<file path="src/rtl/fsm_step_seq_if.sv">
// fsm_step_seq_if: frame request handshake, downstream FSM control and status bundle
interface fsm_step_seq_if #(parameter int LEN_W = 8, parameter int CNT_W = 16);
    logic req_valid;
    logic req_ready;
    logic [LEN_W-1:0] req_len;
    logic [2:0] fsm_out;
    logic err_clr;
    logic start;
    logic step2;
    logic step3;
    logic busy;
    logic done;
    logic err;
    logic [CNT_W-1:0] frm_cnt;
    modport master (
        output req_valid, req_len, fsm_out, err_clr,
        input req_ready, start, step2, step3, busy, done, err, frm_cnt
    );
    modport slave (
        input req_valid, req_len, fsm_out, err_clr,
        output req_ready, start, step2, step3, busy, done, err, frm_cnt
    );
endinterface

</file>
<file path="src/rtl/fsm_step_seq.sv">
// fsm_step_seq: frame sequencer driving a 4-phase control FSM, with phase-mismatch detection and recovery
module fsm_step_seq #(
    parameter int LEN_W = 8,
    parameter int GAP_CYC = 4,
    parameter int CNT_W = 16
) (
    input logic clk,
    input logic reset,
    fsm_step_seq_if.slave bus
);
    typedef enum logic [2:0] {IDLE, START, WAIT, CHK, DATA, GAP, ERR} state_t;
    localparam int GW = $clog2(GAP_CYC + 2);
    localparam state_t POST = (GAP_CYC == 0) ? IDLE : GAP;
    state_t state, state_nx;
    logic [LEN_W-1:0] len_q, cnt;
    logic [GW-1:0] gap_q;
    logic err_q, done_q, mismatch, fin;
    logic [CNT_W-1:0] frm_q;
    logic [2:0] exp_code;
    always_comb begin
        exp_code = state == WAIT ? 3'b010 : state == CHK ? 3'b100 : state == DATA ? 3'b111 : 3'b001;
        mismatch = state != ERR && bus.fsm_out != exp_code;
        fin = (state == DATA && cnt == LEN_W'(1)) || (state == CHK && len_q == '0);
        state_nx = state;
        case (state)
            IDLE: if (bus.req_valid && !err_q) state_nx = START;
            START: state_nx = WAIT;
            WAIT: state_nx = CHK;
            CHK: state_nx = len_q != '0 ? DATA : POST;
            DATA: if (cnt == LEN_W'(1)) state_nx = POST;
            GAP: if (gap_q == '0) state_nx = IDLE;
            ERR: if (bus.fsm_out == 3'b001) state_nx = IDLE;
            default: state_nx = IDLE;
        endcase
        // a phase divergence wins over every other transition
        if (mismatch) state_nx = ERR;
    end
    always_ff @(posedge clk) begin
        if (!reset) begin
            state <= IDLE;
            len_q <= '0;
            cnt <= '0;
            gap_q <= '0;
            err_q <= 1'b0;
            done_q <= 1'b0;
            frm_q <= '0;
        end else begin
            state <= state_nx;
            if (state_nx == START) len_q <= bus.req_len;
            if (state == CHK) cnt <= len_q;
            else if (state == DATA) cnt <= cnt - LEN_W'(1);
            gap_q <= state == GAP ? gap_q - GW'(1) : GW'(GAP_CYC - 1);
            err_q <= mismatch | (err_q & ~bus.err_clr);
            done_q <= fin & ~mismatch;
            if (fin && !mismatch) frm_q <= frm_q + CNT_W'(1);
        end
    end
    assign bus.req_ready = state == IDLE && !err_q;
    assign bus.start = state == START;
    assign bus.step2 = state == CHK && len_q != '0;
    assign bus.step3 = state == ERR || (state == DATA && cnt == LEN_W'(1));
    assign bus.busy = state != IDLE;
    assign bus.done = done_q;
    assign bus.err = err_q;
    assign bus.frm_cnt = frm_q;
endmodule

</file>
<file path="src/flat_wrapper.sv">
// flat-port wrapper written by rule: the top's interface ports become plain ports
module fsm_step_seq_flat 
#(
    parameter int LEN_W = 8,
    parameter int GAP_CYC = 4,
    parameter int CNT_W = 16
)
  (clk, reset, bus_req_valid, bus_req_len, bus_fsm_out, bus_err_clr, bus_req_ready, bus_start, bus_step2, bus_step3, bus_busy, bus_done, bus_err, bus_frm_cnt);
  fsm_step_seq_if #(.LEN_W(LEN_W), .CNT_W(CNT_W)) bus_i ();
  input logic clk;
  input logic reset;
  input wire logic [$bits(bus_i.req_valid)-1:0] bus_req_valid;
  input wire logic [$bits(bus_i.req_len)-1:0] bus_req_len;
  input wire logic [$bits(bus_i.fsm_out)-1:0] bus_fsm_out;
  input wire logic [$bits(bus_i.err_clr)-1:0] bus_err_clr;
  output wire logic [$bits(bus_i.req_ready)-1:0] bus_req_ready;
  output wire logic [$bits(bus_i.start)-1:0] bus_start;
  output wire logic [$bits(bus_i.step2)-1:0] bus_step2;
  output wire logic [$bits(bus_i.step3)-1:0] bus_step3;
  output wire logic [$bits(bus_i.busy)-1:0] bus_busy;
  output wire logic [$bits(bus_i.done)-1:0] bus_done;
  output wire logic [$bits(bus_i.err)-1:0] bus_err;
  output wire logic [$bits(bus_i.frm_cnt)-1:0] bus_frm_cnt;
  assign bus_i.req_valid = bus_req_valid;
  assign bus_i.req_len = bus_req_len;
  assign bus_i.fsm_out = bus_fsm_out;
  assign bus_i.err_clr = bus_err_clr;
  assign bus_req_ready = bus_i.req_ready;
  assign bus_start = bus_i.start;
  assign bus_step2 = bus_i.step2;
  assign bus_step3 = bus_i.step3;
  assign bus_busy = bus_i.busy;
  assign bus_done = bus_i.done;
  assign bus_err = bus_i.err;
  assign bus_frm_cnt = bus_i.frm_cnt;
  fsm_step_seq #(.LEN_W(LEN_W), .GAP_CYC(GAP_CYC), .CNT_W(CNT_W)) u_core (.clk(clk), .reset(reset), .bus(bus_i));
endmodule
</file>
<file path="config.mk">
export PLATFORM = sky130hd
export DESIGN_NAME = fsm_step_seq_flat
export DESIGN_NICKNAME = d
export VERILOG_FILES = /design/src/rtl/fsm_step_seq_if.sv /design/src/rtl/fsm_step_seq.sv /design/src/flat_wrapper.sv
export SDC_FILE = /design/constraint.sdc
export NUM_CORES = 1
export LEC_CHECK = 0
export ABC_CLOCK_PERIOD_IN_PS = 2880
export BUFFER_PORTS_ARGS = -buffer_cell sky130_fd_sc_hd__buf_2
export CAP_MARGIN = 10
export CELL_PAD_IN_SITES_DETAIL_PLACEMENT = 0
export CELL_PAD_IN_SITES_GLOBAL_PLACEMENT = 2
export CORE_MARGIN = 2
export CORE_UTILIZATION = 33
export CTS_CLUSTER_SIZE = 24
export DETAILED_ROUTE_END_ITERATION = 8
export PLACE_DENSITY_LB_ADDON = 0.15
export REMOVE_ABC_BUFFERS = 1
export SLEW_MARGIN = 15
export SYNTH_ARGS = -nofsm -noshare
export SYNTH_HDL_FRONTEND = slang
export SYNTH_SLANG_ARGS = --single-unit
</file>
<file path="constraint.sdc">
create_clock -name clk -period 2.88 [get_ports clk]
set_clock_uncertainty 0.1 [all_clocks]
set_input_delay 0.144 -clock clk [delete_from_list [all_inputs] [get_ports clk]]
set_output_delay 0.144 -clock clk [all_outputs]
set_load 0.02 [all_outputs]
</file>
==> flow_summary.json <==
{
  "status": "complete, no violations",
  "p_sw_w": 0.0003769,
  "drive_above_1_share_pct": 18.90,
  "max-vdd-ir-drop_v": 0.0002475,
  "start_util_pct": 33.90,
  "ys_ff_latch": 40,
  "yosysWarnings": 0,
  "place_area_sq_mm": 0.002390,
  "internal_power_w": 0.0008699,
  "syn_avg_cell_area_sq_um": 8.479,
  "synthTopCellsByCount": "dfxtp_1 (40), nand2_1 (28), nor2_1 (18), a21oi_1 (17), clkbuf_1 (14)",
  "async_flop_share_pct": 0,
  "grt_use_total_pct": 14.47,
  "vias": 1992,
  "relSlewSlack_pct": 44.27,
  "drt_iter0_markers": 81,
  "postCtsHoldBufs": 5,
  "port-buffer-count": 37,
  "post-route-util_pct": 40.30,
  "synth.cell_area_sq_mm": 0.002128,
  "worstSetupEndpoint": "u_core.bus.frm_cnt[10]",
  "die_area_sq_mm": 0.007107,
  "drt.antenna.violating_nets": 0,
  "num_io_pins": 38,
  "finalNetCount": 310,
  "hpwl_mm": 3.637,
  "fmax_mhz": 409.1,
  "setup_viol": 0,
  "critPathLaunchType": "flop",
  "hp-class": "in -> reg",
  "synth_most_common_cell": "dfxtp_1",
  "post-synth-top-area-cell": "dfxtp_1",
  "worstSkewPairLatency_ns": 0.28,
  "timing.rr.start": "u_core.state[1]",
  "totalWireLength_mm": 5.165,
  "netlist_instances": 251,
  "synth_edf_count": 0,
  "area_growth_syn_to_layout_pct": 18.87,
  "post_cts_buffers": 0,
  "p_per_area_mw_per_mm2": 492.8,
  "num_antenna_cells": 0,
  "grt_max_degree": 29,
  "grt_pass1_wl_mm": 8.625,
  "synth_top_area_share_pct": 37.62,
  "rr_endpoint": "u_core.bus.frm_cnt[10]",
  "cap_violations": 0,
  "cts_max_path_buffers": 2,
  "endpoint_kind": "flop",
  "h-tree-depth": 2,
  "slew_viol_final": 0,
  "antenna_found_initial": 0,
  "r2r_cells": 6,
  "timing_worst_slew_pin_value_ns": 0.8283,
  "period_minus_slack_ns": 2.445,
  "p_seq_share_pct": 49.3,
  "path_clk_slew_ns": 0.08,
  "synth.yosys.seq_area_share_pct": 37.62,
  "period_share_pct": 84.88,
  "final_hold_viol_count": 0,
  "first_pass_iters": 4,
  "cts_made_buffers": 5,
  "row_count": 29,
  "post_cts_resized": 0,
  "arrival_ns": 2.56,
  "wl_per_cell_um": 14.04,
  "worstPathRequired_ns": 2.99,
  "fp.dieH_um": 84.31,
  "via_per_inst": 5.413,
  "grt_overflow": 0,
  "gp_congestion": 0.7596,
  "core_sq_mm": 0.006277,
  "cp_max_fo": 16,
  "clockRootBuffer": "clkbuf_8",
  "power_frac_comb_pct": 19.8,
  "grt_pass1_vias": 1741,
  "cts.sinks": 40,
  "design_area_sq_mm": 0.002530,
  "die-width_um": 84.31,
  "rsz0062_at_grt": "false",
  "cts_tree": "yes",
  "critical_path_class": "reg -> reg",
  "p_leak_nw": 0.9750,
  "drc": 0,
  "timing.reg2reg.setup_slack_ns": 0.44,
  "synth_cell_types": 47,
  "crit_start": "u_core.state[1]",
  "synthTopCellsByArea": "dfxtp_1 (38%), mux2i_1 (5.2%), nand2_1 (4.9%)",
  "switching_share_pct": 30.23,
  "clkPwrFrac_pct": 30.9,
  "fin_tns_setup_ns": 0,
  "ys.flop_type": "dfxtp_1"
}
==> power groups by stage <==
stage	logic [W]	clock network, W	registers, W
floorplan	0.000161	0	0.000620
global placement	0.000245	0	0.000627
detailed placement	0.000242	0	0.000626
CTS	0.000248	0.000397	0.000613
global route	0.000277	0.000421	0.000619
finish	0.000247	0.000385	0.000614
==> cell type report <==
cell class / count / area (sq um)
clock buffer: 8 / 90.09
fill: 639 / 3747
inverter: 10 / 37.54
multi-input combinational: 185 / 1225
sequential: 40 / 800.8
tap: 77 / 96.34
timing repair buffer: 48 / 280.3
==> cells by family (layout without fill, tap and decap cells) <==
group / after synthesis / after routing / share of synthesized area [%]
buffers and inverters: 26 / 66 / 4.820
DFF: 40 / 40 / 37.63
muxes: 11 / 11 / 5.174
adders and majority gates: 5 / 5 / 2.939
AOI/OAI and AO/OA: 64 / 64 / 21.99
and+or+nand+nor: 105 / 105 / 27.45
==> critical path, cell delays in order, from the launching register on <==
cell and delay (ns):
dfxtp_1 0.63, nor4bb_1 0.27, a211oi_1 0.13, o22a_1 0.38
buf_4 0.25, or4_1 0.46, a21oi_1 0.15
==> per-layer routing <==
metal	global-route usage [%]	vias up	part of all wire [%]
met2	20.78	40	43
met3	2.852	2	4.2
li1	-	1016	-
met4	3.959	0	0.56
met5	0	-	0
met1	21.89	934	52
==> how the worst min path moves through the flow <==
| stage | start | slack, ns | endpoint | cells after the start |
|---|---|---|---|---|
| finish | bus_req_len[1] | 0.01 | u_core.len_q[1] | 3 |
| global route | bus_req_len[5] | 0.002 | u_core.len_q[5] | 3 |
| floorplan | bus_req_len[0] | 0.19 | u_core.len_q[0] | 2 |
| global placement | bus_req_len[7] | 0.29 | u_core.len_q[7] | 3 |
| CTS | bus_req_len[5] | 0.003 | u_core.len_q[5] | 3 |
| detailed placement | bus_req_len[6] | 0.30 | u_core.len_q[6] | 3 |
==> layout by cell type, fill, tap and decap left out, types with 2 or more instances in the layout <==
cell type      Yosys  layout
dfxtp_1           40      40
buf_2              1      37
nand2_1           28      28
nor2_1            18      18
a21oi_1           17      17
nand2b_1          13      13
mux2i_1           11      11
inv_1              9       9
o41ai_1            9       9
o311ai_1           8       8
o21ai_0            8       8
and3_1             6       6
clkbuf_8           0       6
buf_4              1       6
nor3_1             5       5
nand3_1            5       5
ha_1               5       5
dlygate4sd3_1      0       5
or4_1              4       4
a32oi_1            4       4
nand3b_1           3       3
nor4b_1            3       3
nand4_1            3       3
nor4_1             3       3
or3_1              2       2
nor3b_2            2       2
nor4bb_1           2       2
a211oi_1           2       2
o31ai_1            2       2
o21ai_1            2       2
nor3b_1            2       2
a22oi_1            2       2
a221oi_1           2       2
clkbuf_1          14       2
==> per-stage QoR <==
stage / setup WS (ns) / cells / power [W] / hold WS, ns
final: 0.4354 / 368 / 0.001247 / 0.01014
after CTS: 0.4546 / 368 / 0.001258 / 0.003356
after global placement: 0.5034 / 355 / 0.0008715 / 0.2916
after detailed placement: 0.4599 / 355 / 0.0008679 / 0.2979
after global routing: 0.2075 / 368 / 0.001316 / 0.001977
after floorplan: 0.4093 / 235 / 0.0007817 / 0.1861
==> sequential cells by signal, summed over array words and instances (netlist names) <==
register / flops
u_core.bus.frm_cnt: 16
u_core.cnt: 8
u_core.len_q: 8
u_core.gap_q: 3
u_core.state: 3
u_core.bus.done: 1
u_core.bus.err: 1
(Power assumes the default switching activity.)
